`src/rtl/operand_stack_if.sv`:
```
// Command/result bundle between the CPU control FSM (master) and the operand stack (slave).
// WIDTH and DEPTH must match the parameters of the attached operand_stack.
interface operand_stack_if #(
    parameter int WIDTH = 8,
    parameter int DEPTH = 16
);
    localparam int DW = $clog2(DEPTH + 1);

    logic             op_valid;
    logic [2:0]       op;
    logic [WIDTH-1:0] push_data;
    logic [WIDTH-1:0] tos;
    logic [WIDTH-1:0] nos;
    logic [DW-1:0]    depth;
    logic             empty;
    logic             full;
    logic             op_done;
    logic             overflow;
    logic             underflow;
    logic [DW-1:0]    high_water;

    modport master (
        output op_valid, op, push_data,
        input  tos, nos, depth, empty, full, op_done, overflow, underflow, high_water
    );

    modport slave (
        input  op_valid, op, push_data,
        output tos, nos, depth, empty, full, op_done, overflow, underflow, high_water
    );
endinterface

```
`src/rtl/operand_stack.sv`:
```
// LIFO operand stack fed by the CPU control FSM.
// Commands are captured on one edge and executed on the next, so results and the
// op_done pulse appear one cycle after the capture edge; a command can be issued
// every cycle and each one sees the state left by its predecessor.
// Build option OPSTACK_STICKY_ERR_EN: when defined, overflow/underflow hold until
// reset or CLEAR; otherwise they pulse together with op_done of the refused command.
module operand_stack #(
    parameter int WIDTH = 8,
    parameter int DEPTH = 16
) (
    input  logic           clk,
    input  logic           reset,
    operand_stack_if.slave bus
);
    localparam int DW = $clog2(DEPTH + 1);
    localparam int AW = (DEPTH > 1) ? $clog2(DEPTH) : 1;

    localparam logic [2:0] OP_NOP     = 3'b000;
    localparam logic [2:0] OP_PUSH    = 3'b001;
    localparam logic [2:0] OP_POP     = 3'b010;
    localparam logic [2:0] OP_REPLACE = 3'b011;
    localparam logic [2:0] OP_DUP     = 3'b100;
    localparam logic [2:0] OP_SWAP    = 3'b101;
    localparam logic [2:0] OP_CLEAR   = 3'b110;

    localparam logic [DW-1:0] SP_ZERO = {DW{1'b0}};
    localparam logic [DW-1:0] SP_ONE  = DW'(1);
    localparam logic [DW-1:0] SP_TWO  = DW'(2);
    localparam logic [DW-1:0] SP_FULL = DW'(DEPTH);

    // Captured command (execute stage input)
    logic             cmd_valid_q;
    logic [2:0]       cmd_op_q;
    logic [WIDTH-1:0] cmd_data_q;

    // Architectural state
    logic [WIDTH-1:0] mem_q [DEPTH];
    logic [DW-1:0]    sp_q,   sp_d;
    logic [DW-1:0]    hw_q,   hw_d;
    logic             done_q, done_d;
    logic             ovf_q,  ovf_d;
    logic             unf_q,  unf_d;

    // Execute-stage decode results
    logic             ovf_ev_s;
    logic             unf_ev_s;
    logic             clr_s;
    logic             wr0_en_s;
    logic [AW-1:0]    wr0_idx_s;
    logic [WIDTH-1:0] wr0_data_s;
    logic             wr1_en_s;
    logic [AW-1:0]    wr1_idx_s;
    logic [WIDTH-1:0] wr1_data_s;

    // Slot addresses derived from the pointer; only used when the guard allows it
    logic [AW-1:0]    push_idx_s;
    logic [AW-1:0]    top_idx_s;
    logic [AW-1:0]    nos_idx_s;
    logic [WIDTH-1:0] tos_raw_s;
    logic [WIDTH-1:0] nos_raw_s;

    assign push_idx_s = sp_q[AW-1:0];
    assign top_idx_s  = sp_q[AW-1:0] - AW'(1);
    assign nos_idx_s  = sp_q[AW-1:0] - AW'(2);
    assign tos_raw_s  = mem_q[top_idx_s];
    assign nos_raw_s  = mem_q[nos_idx_s];

    // Decode the captured command into pointer change, array writes and error events
    always_comb begin
        sp_d       = sp_q;
        done_d     = cmd_valid_q;
        ovf_ev_s   = 1'b0;
        unf_ev_s   = 1'b0;
        clr_s      = 1'b0;
        wr0_en_s   = 1'b0;
        wr0_idx_s  = push_idx_s;
        wr0_data_s = cmd_data_q;
        wr1_en_s   = 1'b0;
        wr1_idx_s  = nos_idx_s;
        wr1_data_s = tos_raw_s;
        if (cmd_valid_q) begin
            case (cmd_op_q)
                OP_PUSH: begin
                    if (sp_q == SP_FULL) begin
                        ovf_ev_s = 1'b1;
                    end else begin
                        wr0_en_s   = 1'b1;
                        wr0_idx_s  = push_idx_s;
                        wr0_data_s = cmd_data_q;
                        sp_d       = sp_q + SP_ONE;
                    end
                end
                OP_POP: begin
                    if (sp_q == SP_ZERO) begin
                        unf_ev_s = 1'b1;
                    end else begin
                        sp_d = sp_q - SP_ONE;
                    end
                end
                OP_REPLACE: begin
                    if (sp_q == SP_ZERO) begin
                        unf_ev_s = 1'b1;
                    end else begin
                        wr0_en_s   = 1'b1;
                        wr0_idx_s  = top_idx_s;
                        wr0_data_s = cmd_data_q;
                    end
                end
                OP_DUP: begin
                    // Empty check wins over the full check
                    if (sp_q == SP_ZERO) begin
                        unf_ev_s = 1'b1;
                    end else if (sp_q == SP_FULL) begin
                        ovf_ev_s = 1'b1;
                    end else begin
                        wr0_en_s   = 1'b1;
                        wr0_idx_s  = push_idx_s;
                        wr0_data_s = tos_raw_s;
                        sp_d       = sp_q + SP_ONE;
                    end
                end
                OP_SWAP: begin
                    if (sp_q < SP_TWO) begin
                        unf_ev_s = 1'b1;
                    end else begin
                        wr0_en_s   = 1'b1;
                        wr0_idx_s  = top_idx_s;
                        wr0_data_s = nos_raw_s;
                        wr1_en_s   = 1'b1;
                        wr1_idx_s  = nos_idx_s;
                        wr1_data_s = tos_raw_s;
                    end
                end
                OP_CLEAR: begin
                    sp_d  = SP_ZERO;
                    clr_s = 1'b1;
                end
                OP_NOP: begin
                    sp_d = sp_q;
                end
                default: begin
                    sp_d = sp_q;
                end
            endcase
        end else begin
            sp_d = sp_q;
        end
    end

    // Next values of the error flags and the high-water mark
    always_comb begin
`ifdef OPSTACK_STICKY_ERR_EN
        if (clr_s) begin
            ovf_d = 1'b0;
            unf_d = 1'b0;
        end else begin
            ovf_d = ovf_q | ovf_ev_s;
            unf_d = unf_q | unf_ev_s;
        end
`else
        ovf_d = ovf_ev_s;
        unf_d = unf_ev_s;
`endif
        if (sp_d > hw_q) begin
            hw_d = sp_d;
        end else begin
            hw_d = hw_q;
        end
    end

    // Command capture and control/status state, synchronous reset wins over everything
    always_ff @(posedge clk) begin
        if (reset) begin
            cmd_valid_q <= 1'b0;
            cmd_op_q    <= 3'b000;
            cmd_data_q  <= {WIDTH{1'b0}};
            sp_q        <= SP_ZERO;
            hw_q        <= SP_ZERO;
            done_q      <= 1'b0;
            ovf_q       <= 1'b0;
            unf_q       <= 1'b0;
        end else begin
            cmd_valid_q <= bus.op_valid;
            cmd_op_q    <= bus.op;
            cmd_data_q  <= bus.push_data;
            sp_q        <= sp_d;
            hw_q        <= hw_d;
            done_q      <= done_d;
            ovf_q       <= ovf_d;
            unf_q       <= unf_d;
        end
    end

    // Stack array: up to two writes per cycle (SWAP uses both); contents need no reset
    always_ff @(posedge clk) begin
        for (int i = 0; i < DEPTH; i++) begin
            if (wr0_en_s && (wr0_idx_s == AW'(i))) begin
                mem_q[i] <= wr0_data_s;
            end else if (wr1_en_s && (wr1_idx_s == AW'(i))) begin
                mem_q[i] <= wr1_data_s;
            end else begin
                mem_q[i] <= mem_q[i];
            end
        end
    end

    assign bus.tos        = (sp_q != SP_ZERO) ? tos_raw_s : {WIDTH{1'b0}};
    assign bus.nos        = (sp_q >= SP_TWO)  ? nos_raw_s : {WIDTH{1'b0}};
    assign bus.depth      = sp_q;
    assign bus.empty      = (sp_q == SP_ZERO);
    assign bus.full       = (sp_q == SP_FULL);
    assign bus.op_done    = done_q;
    assign bus.overflow   = ovf_q;
    assign bus.underflow  = unf_q;
    assign bus.high_water = hw_q;
endmodule

```
`src/flat_wrapper.sv`:
```
// flat-port wrapper written by rule: the top's interface ports become plain ports
module operand_stack_flat 
#(
    parameter int WIDTH = 8,
    parameter int DEPTH = 16
)
  (clk, reset, bus_op_valid, bus_op, bus_push_data, bus_tos, bus_nos, bus_depth, bus_empty, bus_full, bus_op_done, bus_overflow, bus_underflow, bus_high_water);
  operand_stack_if #(.WIDTH(WIDTH), .DEPTH(DEPTH)) bus_i ();
  input  logic clk;
  input  logic reset;
  input wire logic [$bits(bus_i.op_valid)-1:0] bus_op_valid;
  input wire logic [$bits(bus_i.op)-1:0] bus_op;
  input wire logic [$bits(bus_i.push_data)-1:0] bus_push_data;
  output wire logic [$bits(bus_i.tos)-1:0] bus_tos;
  output wire logic [$bits(bus_i.nos)-1:0] bus_nos;
  output wire logic [$bits(bus_i.depth)-1:0] bus_depth;
  output wire logic [$bits(bus_i.empty)-1:0] bus_empty;
  output wire logic [$bits(bus_i.full)-1:0] bus_full;
  output wire logic [$bits(bus_i.op_done)-1:0] bus_op_done;
  output wire logic [$bits(bus_i.overflow)-1:0] bus_overflow;
  output wire logic [$bits(bus_i.underflow)-1:0] bus_underflow;
  output wire logic [$bits(bus_i.high_water)-1:0] bus_high_water;
  assign bus_i.op_valid = bus_op_valid;
  assign bus_i.op = bus_op;
  assign bus_i.push_data = bus_push_data;
  assign bus_tos = bus_i.tos;
  assign bus_nos = bus_i.nos;
  assign bus_depth = bus_i.depth;
  assign bus_empty = bus_i.empty;
  assign bus_full = bus_i.full;
  assign bus_op_done = bus_i.op_done;
  assign bus_overflow = bus_i.overflow;
  assign bus_underflow = bus_i.underflow;
  assign bus_high_water = bus_i.high_water;
  operand_stack #(.WIDTH(WIDTH), .DEPTH(DEPTH)) u_core (.clk(clk), .reset(reset), .bus(bus_i));
endmodule
```
`config.mk`:
```
export PLATFORM = sky130hd
export DESIGN_NAME = operand_stack_flat
export DESIGN_NICKNAME = d
export VERILOG_FILES = /design/src/rtl/operand_stack_if.sv /design/src/rtl/operand_stack.sv /design/src/flat_wrapper.sv
export SDC_FILE = /design/constraint.sdc
export NUM_CORES = 1
export LEC_CHECK = 0
export BUFFER_PORTS_ARGS = -buffer_cell sky130_fd_sc_hd__clkbuf_2
export CAP_MARGIN = 20
export CORE_ASPECT_RATIO = 1.75
export CORE_MARGIN = 3
export CORE_UTILIZATION = 68
export DETAILED_ROUTE_END_ITERATION = 16
export HOLD_SLACK_MARGIN = 0.02
export PLACE_DENSITY_LB_ADDON = 0.12
export SYNTH_ARGS = -nofsm -noshare
export SYNTH_HDL_FRONTEND = slang
export SYNTH_SLANG_ARGS = --single-unit
```
`constraint.sdc`:
```
create_clock -name clk -period 7.1 [get_ports clk]
set_clock_uncertainty 0.2 [all_clocks]
set_input_delay 1.42 -clock clk [delete_from_list [all_inputs] [get_ports clk]]
set_output_delay 1.42 -clock clk [all_outputs]
set_load 0.005 [all_outputs]
```
======== Yosys cells after proc, flatten, opt, wreduce, memory -nomap -nowiden ========
Memories as Yosys holds them, arrays and structs flattened.
Index checks and enable logic that the tools add are counted.
storage, ports and cells
  register bits ........................... 25
  word-level logic and storage cells ...... 402
  memories ................................ 1
  bits in writable memories ............... 128
  output and inout bits ................... 31
  input port bits ......................... 14
cells by class
  equality and inequality tests ........... 53
  $add $sub $neg .......................... 4
  order comparisons ....................... 3
  bitwise gates (word level) .............. 33
  reductions and logical operators ........ 68
  muxes and demuxes ....................... 232
memory list
  memory        words  width  read ports  clocked after Yosys merged registers in  wr ports  line                 text
  u_core.mem_q  16     8      2           0                                        2         operand_stack.sv:37  logic [WIDTH-1:0] mem_q [DEPTH];
operator list
  cell                                                                                  count
  8-bit two-way mux                                                                     52
  1-bit two-way mux                                                                     153
  8-bit OR reduction                                                                    14
  4-bit two-way mux                                                                     17
  4-bit equality test (second input constant)                                           16
  4-bit by 3-bit equality test with 1-bit output (second input constant)                8
  1-bit logical AND                                                                     32
  1-bit bitwise OR                                                                      32
  2-bit AND reduction                                                                   16
  5-bit two-way mux                                                                     4
  5-bit one-hot mux with 4 select lines                                                 1
  4-bit by 2-bit equality test with 1-bit output (second input constant)                4
  0-bit inequality test                                                                 16
  8-bit one-hot mux with 2 select lines                                                 1
  3-bit equality test (second input constant)                                           3
  4-bit by 1-bit equality test with 1-bit output (second input constant)                2
  4-bit logical NOT                                                                     2
  4-bit one-hot mux with 2 select lines                                                 1
  3-bit by 2-bit equality test with 1-bit output (second input constant)                2
  5-bit by 1-bit adder with 5-bit output (second input constant)                        1
  5-bit equality test (second input constant)                                           1
  5-bit by 2-bit greater-or-equal comparator with 1-bit output (second input constant)  1
  5-bit greater-than comparator                                                         1
  5-bit logical NOT                                                                     1
  11 further kinds                                                                      12

======== Depth between registers and ports, before layout ========
Gate-level depths: netlist of run 1.
  depth after elaboration ................. 18
  depth in mapped cells ................... 20
  gate-level depth less buffers ........... 16

======== Worst setup path after synthesis of run 1 ========
Ideal clock, no wire load.
  kind .................................... reg-to-output
  start ................................... register u_core.sp_q[1] (netlist: u_core.bus.depth[1])
  end ..................................... output port bus_tos[7]
  data arrival time ....................... 3.152 ns
  path slack .............................. 2.328 ns
  path buffers ............................ 6
  required time ........................... 5.480 ns
  stages on the path, launching flop included .. 14
  cells stage by stage .................... dfxtp_1 > clkbuf_1 > buf_2 > buf_2 > inv_1 > ha_1 > clkbuf_1 > clkinv_1 > clkbuf_1 > nand3_1 > nand4_1 > mux2_2 > clkbuf_1 > nor2_1
on the way
  longest elaborated chain between the ends .. 3
  elaborated cells between the ends (all ways) .. 4
  those cells by class .................... 1 x add/sub; 1 x mux; 1 x reduce/logical; 1 x memory
ends and longest elaborated chain
  element                                      line                  text
  start: declaration                           operand_stack.sv:38   logic [DW-1:0] sp_q, sp_d;
  start signal: assignment                     operand_stack.sv:186  sp_q <= sp_d;
  4-bit by 1-bit subtractor with 4-bit output  operand_stack.sv:63   assign top_idx_s = sp_q[AW-1:0] - AW'(1);
  memory read 16 x 8 bit                       n/a
  8-bit two-way mux (*)                        operand_stack.sv:207  assign bus.tos = (sp_q != SP_ZERO) ? tos_raw_s : {WIDTH{1'b0}};
  end: declaration                             flat_wrapper.sv:14    output wire logic [$bits(bus_i.tos)-1:0] bus_tos;
Mark *: on every way between the ends. The rest lies on a longest branch, timed or not.

======== Worst setup path in the final report of run 1 ========
  start ................................... register u_core.sp_q[2] (netlist: u_core.bus.depth[2])
  end ..................................... output port bus_tos[1]
The elaborated chain is that of the path after synthesis.

==> impl_metrics.json, run 1 <==
{
  "clk_pin_slew_ps": 70,
  "start_kind": "register",
  "insertion_delay_ps": 440,
  "num_vias": 7920,
  "cap_violations": 0,
  "antenna_found_initial": 0,
  "synth_area_um2": 9960,
  "fp-row-count": 57,
  "leakagePower_uw": 0.00399,
  "grt_pass1_vias": 7972,
  "worst-path-max-fanout": 17,
  "p_per_area_nw_per_um2": 185,
  "firstDrtPassIters": 8,
  "grt_usage_pct": 38.4,
  "routed_wl_um": 30900,
  "grt_pass1_wl_um": 46200,
  "grt_max_degree": 46,
  "final_cell_mix": "mux2i_1 (197), edfxtp_1 (128), nand3_1 (75), clkbuf_2 (44), nor2_1 (37)",
  "drv_slew": 0,
  "irDropWorstVdd_mv": 0.155,
  "gp_congestion": 0.927,
  "relSlewSlack_pct": 16.1,
  "grt-ovfl-total": 0,
  "setup_tns_ps": 0,
  "hold_violations": 0,
  "antenna_cells": 0,
  "ys_seq_elements": 153,
  "synth_cell_types": 71,
  "syn_avg_cell_area_um2": 11.8,
  "wire_per_inst_um": 29.6,
  "route.detailed.drc": 0,
  "ys_seq_area_share_pct": 43.6,
  "io_buffers": 44,
  "slowest_stage": "xnor2_2",
  "hold_depth": 2,
  "initial_utilization_pct": 70.5,
  "endpoint_kind": "output port",
  "crit_arrival_ps": 3610,
  "crit_required_ps": 5480,
  "cts_tree": "yes",
  "min_path_type": "register to register",
  "ant_nets": 0,
  "netlist_instances": 844,
  "min_from": "u_core.bus.high_water[1]$_SDFFE_PP0N_",
  "post_route_cells_drive_above_1_share_pct": 20.4,
  "htree_levels": 4,
  "r2r_cells": 15,
  "detailed_place_hpwl_um": 20000,
  "die_w_um": 97.5,
  "cts.sinks": 153,
  "via_per_inst": 7.59,
  "synth_edf_count": 128,
  "synth_nets": 871,
  "final_common_cell": "mux2i_1",
  "clockBufferDepth": 2,
  "cp-startpoint": "u_core.bus.depth[2]$_SDFF_PP0_",
  "core_region_area_um2": 14100,
  "ys.flop_type": "edfxtp_1",
  "numCtsBuffers": 17,
  "max_freq_ghz": 0.191,
  "dieHeight_um": 166,
  "yosysWarningCount": 0,
  "whs_ps": 339,
  "finalSetupViolCount": 0,
  "clock-root-buffer": "clkbuf_16",
  "cts_hold_buf": 0,
  "post-route-period-util_pct": 73.7,
  "drt_iter0_drc": 1134,
  "fin_crit_ps": 5230,
  "status": "finished clean",
  "crit_chain": "inv_1, ha_1, a21boi_0, xnor2_2, mux2_2, nor2_1, clkbuf_2",
  "pre_cts_ws_ps": 2140,
  "post_cts_resized": 0,
  "die_area_um2": 16200,
  "ioPinCount": 45,
  "r2r-start": "u_core.bus.depth[0]$_SDFF_PP0_",
  "rsz0062_at_grt": "false",
  "max_stage_delay_ps": 800,
  "area_delta_synth_final_pct": 8.59,
  "final_nets": 880,
  "path_class": "register to output port",
  "tightest_slew_ps": 1260,
  "fin_ws_ps": 1870,
  "postSynth.asyncResetShare_pct": 0,
  "post-cts-setup-buffer-count": 0
}
## per-stage QoR
stage / utilization, % / power (uW) / instances / instance area [um^2]
finish: 76.6 / 2000 / 1043 / 10800
global route: 76.6 / 2050 / 1043 / 10800
CTS: 76.6 / 1990 / 1043 / 10800
detailed placement: 72.7 / 1150 / 1011 / 10300
global placement: 72.7 / 1150 / 1011 / 10300
floorplan: - / 1120 / 844 / 9960
## state kept, by name, indices dropped and copies added (netlist names)
register               cells
u_core.bus.depth           5
u_core.bus.high_water      5
u_core.bus.op_done         1
u_core.bus.overflow        1
u_core.bus.underflow       1
u_core.cmd_data_q          8
u_core.cmd_op_q            3
u_core.cmd_valid_q         1
u_core.mem_q             128
## routing by layer
metal  track usage, %  up-vias  wire (um)
met5                0        -          0
met4             28.3        0       2830
met3             7.52      200       3090
met2             63.9      614      15300
met1             43.4     3840       9710
li1                 -     3266          -
## worst max-delay path: cells and delay by family (launching register included)
family,cells,cell delay (ps)
mux,1,550
buf+inv,2,330
compound gates,1,200
fa+ha+maj,1,320
simple gates,1,190
flops,1,790
xor+xnor,1,800
## cells by family (layout without fill, tap and decap cells)
logic type / Yosys count / count (layout) / synth area share (%)
AOI/OAI and AO/OA: 100 / 100 / 8.50
xor gates and xnor gates: 9 / 9 / 1.06
adders and majority gates: 13 / 13 / 1.63
buffers and inverters: 90 / 112 / 3.89
DFF: 153 / 153 / 43.6
muxes: 239 / 239 / 28.4
and+or+nand+nor: 240 / 240 / 12.9
## synth_stat cells (9+ instances only)
master | count | share of area [%]
a21oi_1 | 9 | 0.45
buf_2 | 37 | 1.9
clkbuf_1 | 35 | 1.3
dfxtp_1 | 25 | 5.0
edfxtp_1 | 128 | 39
ha_1 | 13 | 1.6
inv_1 | 13 | 0.49
mux2i_1 | 197 | 20
mux4_2 | 32 | 7.2
nand2_1 | 30 | 1.1
nand3_1 | 75 | 3.8
nand4_1 | 18 | 1.1
nor2_1 | 37 | 1.4
nor2b_1 | 33 | 2.1
nor3_1 | 10 | 0.50
o21ai_0 | 13 | 0.65
o22ai_1 | 13 | 0.82
## report_power, final
part	leakage (uW)	switching, uW	internal (uW)
sequential	0.00137	10.7	977
combinational	0.00234	94.9	58.0
clock	0.000269	390	474
total	0.00399	495	1510
## area by class of cell
class,count,area (um^2)
fill,934,3300
tap,177,221
clock inverter,11,83.8
inverter,15,56.3
sequential,153,4350
clock buffer,21,462
multi-input combinational,601,5270
timing repair buffer,65,378
## worst paths after layout
| check | to | slack (ps) |
|---|---|---|
| hold reg to reg | u_core.bus.high_water[1]$_SDFFE_PP0N_ | 340 |
| setup reg to reg | u_core.bus.high_water[2]$_SDFFE_PP0N_ | 2090 |
| hold / removal | u_core.bus.high_water[1]$_SDFFE_PP0N_ | 340 |
| setup / recovery | bus_tos[1] | 1870 |
(Power assumes the default switching activity.)
==> inputs of run 2 (changes only) <==
--- a/config.mk
+++ b/config.mk
@@ -9,7 +9,7 @@
 export CAP_MARGIN = 20
 export CORE_ASPECT_RATIO = 1.75
 export CORE_MARGIN = 3
-export CORE_UTILIZATION = 68
+export CORE_UTILIZATION = 57
 export DETAILED_ROUTE_END_ITERATION = 16
 export HOLD_SLACK_MARGIN = 0.02
 export PLACE_DENSITY_LB_ADDON = 0.12
==> constraint.sdc (replaced) <==
create_clock -name clk -period 4.7 [get_ports clk]
set_clock_uncertainty 0.2 [all_clocks]
set_input_delay 0.94 -clock clk [delete_from_list [all_inputs] [get_ports clk]]
set_output_delay 0.94 -clock clk [all_outputs]
set_load 0.005 [all_outputs]
==> run 2 against run 1 <==
Effect of this change:
- sequential share of layout area decreased by 0.66 points
- die area increased by 18%
- final cell count increased by 6.3%
- combinational power increased by 61%
- sequential power increased by 51%
==> impl_metrics.json, run 2 (same netlist as run 1, synthesis figures left out) <==
{
  "path_buf_inv": 3,
  "post-cts-setup-buffer-count": 0,
  "final_common_cell": "mux2i_1",
  "dieHeight_um": 181,
  "final_cell_mix": "mux2i_1 (197), edfxtp_1 (128), nand3_1 (75), clkbuf_2 (44), nor2_1 (37)",
  "start_kind": "register",
  "num_vias": 7592,
  "clockPowerShare_pct": 43.3,
  "final_nets": 896,
  "drt_iter0_drc": 677,
  "num-fill-cells": 1346,
  "firstDrtPassIters": 5,
  "via_per_inst": 6.85,
  "crit_arrival_ps": 3200,
  "die_area_um2": 19200,
  "min_from": "u_core.bus.high_water[3]$_SDFFE_PP0N_",
  "grt_pass1_vias": 7577,
  "post_cts_resized": 0,
  "route.detailed.drc": 0,
  "comb_power_share_pct": 8.1,
  "insertion_delay_ps": 430,
  "ant_nets": 0,
  "rrSetupSlack_ps": 460,
  "io_buffers": 44,
  "slowest_stage": "mux2_2",
  "fin_crit_ps": 4340,
  "worstHoldEndpoint": "u_core.bus.high_water[3]$_SDFFE_PP0N_",
  "status": "finished clean",
  "worst-path-max-fanout": 106,
  "wire_per_inst_um": 27.2,
  "regArea_um2": 4350,
  "p_per_area_nw_per_um2": 278,
  "finalSetupViolCount": 0,
  "fp-row-count": 63,
  "r2r-end": "u_core.bus.high_water[4]$_SDFFE_PP0N_",
  "leakagePower_uw": 0.00404,
  "relSlewSlack_pct": 18.3,
  "setup_tns_ps": 0,
  "area_delta_synth_final_pct": 10.4,
  "top_regs": "u_core.mem_q: 128 flops, u_core.cmd_data_q: 8 flops",
  "min_path_type": "register to register",
  "core_region_area_um2": 17000,
  "switching_share_pct": 24.7,
  "path_class": "register to output port",
  "endpoint_kind": "output port",
  "cts_hold_buf": 0,
  "grt_pass1_wl_um": 45800,
  "regMostFlops": "u_core.mem_q",
  "p_total_uw": 3060,
  "multiInputGateArea_um2": 5240,
  "ioPinCount": 45,
  "r2r-start": "u_core.bus.depth[0]$_SDFF_PP0_",
  "clock-root-buffer": "clkbuf_16",
  "tightest_slew_ps": 1220,
  "p_sw_uw": 757,
  "hold_violations": 0,
  "irDropWorstVdd_mv": 0.230,
  "r2r_cells": 15,
  "gp_congestion": 1.00,
  "post_route_cells_drive_above_1_share_pct": 21.2,
  "grt_usage_pct": 31.9,
  "routed_wl_um": 30100,
  "antenna_found_initial": 0,
  "grt-ovfl-total": 0,
  "cts_tree": "yes",
  "p_int_uw": 2300,
  "die_w_um": 106,
  "cts.sinks": 153,
  "numCtsBuffers": 17,
  "htree_levels": 4,
  "largest_reg_flops": 128,
  "crit_required_ps": 3560,
  "hold_depth": 2,
  "rsz0062_at_grt": "false",
  "detailed_place_hpwl_um": 21500,
  "clockBufferDepth": 2,
  "cap_violations": 0,
  "grt_max_degree": 107,
  "cpLargestDelayFamily": "buffers and inverters",
  "max_freq_ghz": 0.230,
  "antenna_cells": 0,
  "initial_utilization_pct": 58.5,
  "crit_chain": "buf_12, a21boi_0, xnor2_1, buf_4, mux2_2, nor2_1, clkbuf_2",
  "cp-startpoint": "u_core.bus.depth[0]$_SDFF_PP0_",
  "power_frac_seq_pct": 48.6,
  "max_stage_delay_ps": 520,
  "drv_slew": 0,
  "post-route-period-util_pct": 92.4,
  "clk_pin_slew_ps": 70
}
-- run 2: layer usage --
layer	share of wire, %	wire length (um)	track usage, %
met1	36	10800	36.9
met2	51	15400	54.6
met3	6.1	1830	5.18
met4	7.0	2120	20.3
met5	0	0	0
-- run 2: cell type report --
class	count	share of cell area [%]
clock buffer	20	3.97
sequential	153	39.5
clock inverter	12	1.06
multi-input combinational	601	47.7
inverter	15	0.512
timing repair buffer	81	4.64
tap	227	2.58
-- run 2: worst max path at each step --
stage	depth (start not counted)	slack [ps]	end
after floorplan	18	100	u_core.bus.high_water[1]$_SDFFE_PP0N_
after global placement	8	570	u_core.mem_q[3][2]$_DFFE_PP_
after detailed placement	12	510	u_core.bus.high_water[3]$_SDFFE_PP0N_
after CTS	7	320	bus_tos[5]
after global routing	7	140	bus_tos[5]
final	7	360	bus_tos[5]
-- run 2: worst min-delay path: cells and delay by family (launching register included) --
kind | cells | cell delay, ps
simple gates | 1 | 70
mux | 1 | 80
flops | 1 | 360
-- run 2: power groups by stage --
stage / Combinational [uW] / Clock [uW] / Sequential [uW]
after floorplan: 180 / 0 / 1510
after global placement: 237 / 0 / 1520
after detailed placement: 243 / 0 / 1520
after CTS: 244 / 1330 / 1490
after global routing: 266 / 1380 / 1490
final: 246 / 1330 / 1490
-- run 2: through the flow --
stage / util (%) / instances / area (um^2) / hold WS [ps] / setup slack [ps]
5_1_grt: 64.6 / 1109 / 11000 / 362 / 138
3_5_place_dp: 61.3 / 1077 / 10400 / 333 / 513
3_3_place_gp: 61.3 / 1077 / 10400 / 308 / 575
6_report: 64.6 / 1109 / 11000 / 347 / 358
4_1_cts: 64.6 / 1109 / 11000 / 346 / 317
2_1_floorplan: - / 844 / 9960 / 308 / 101
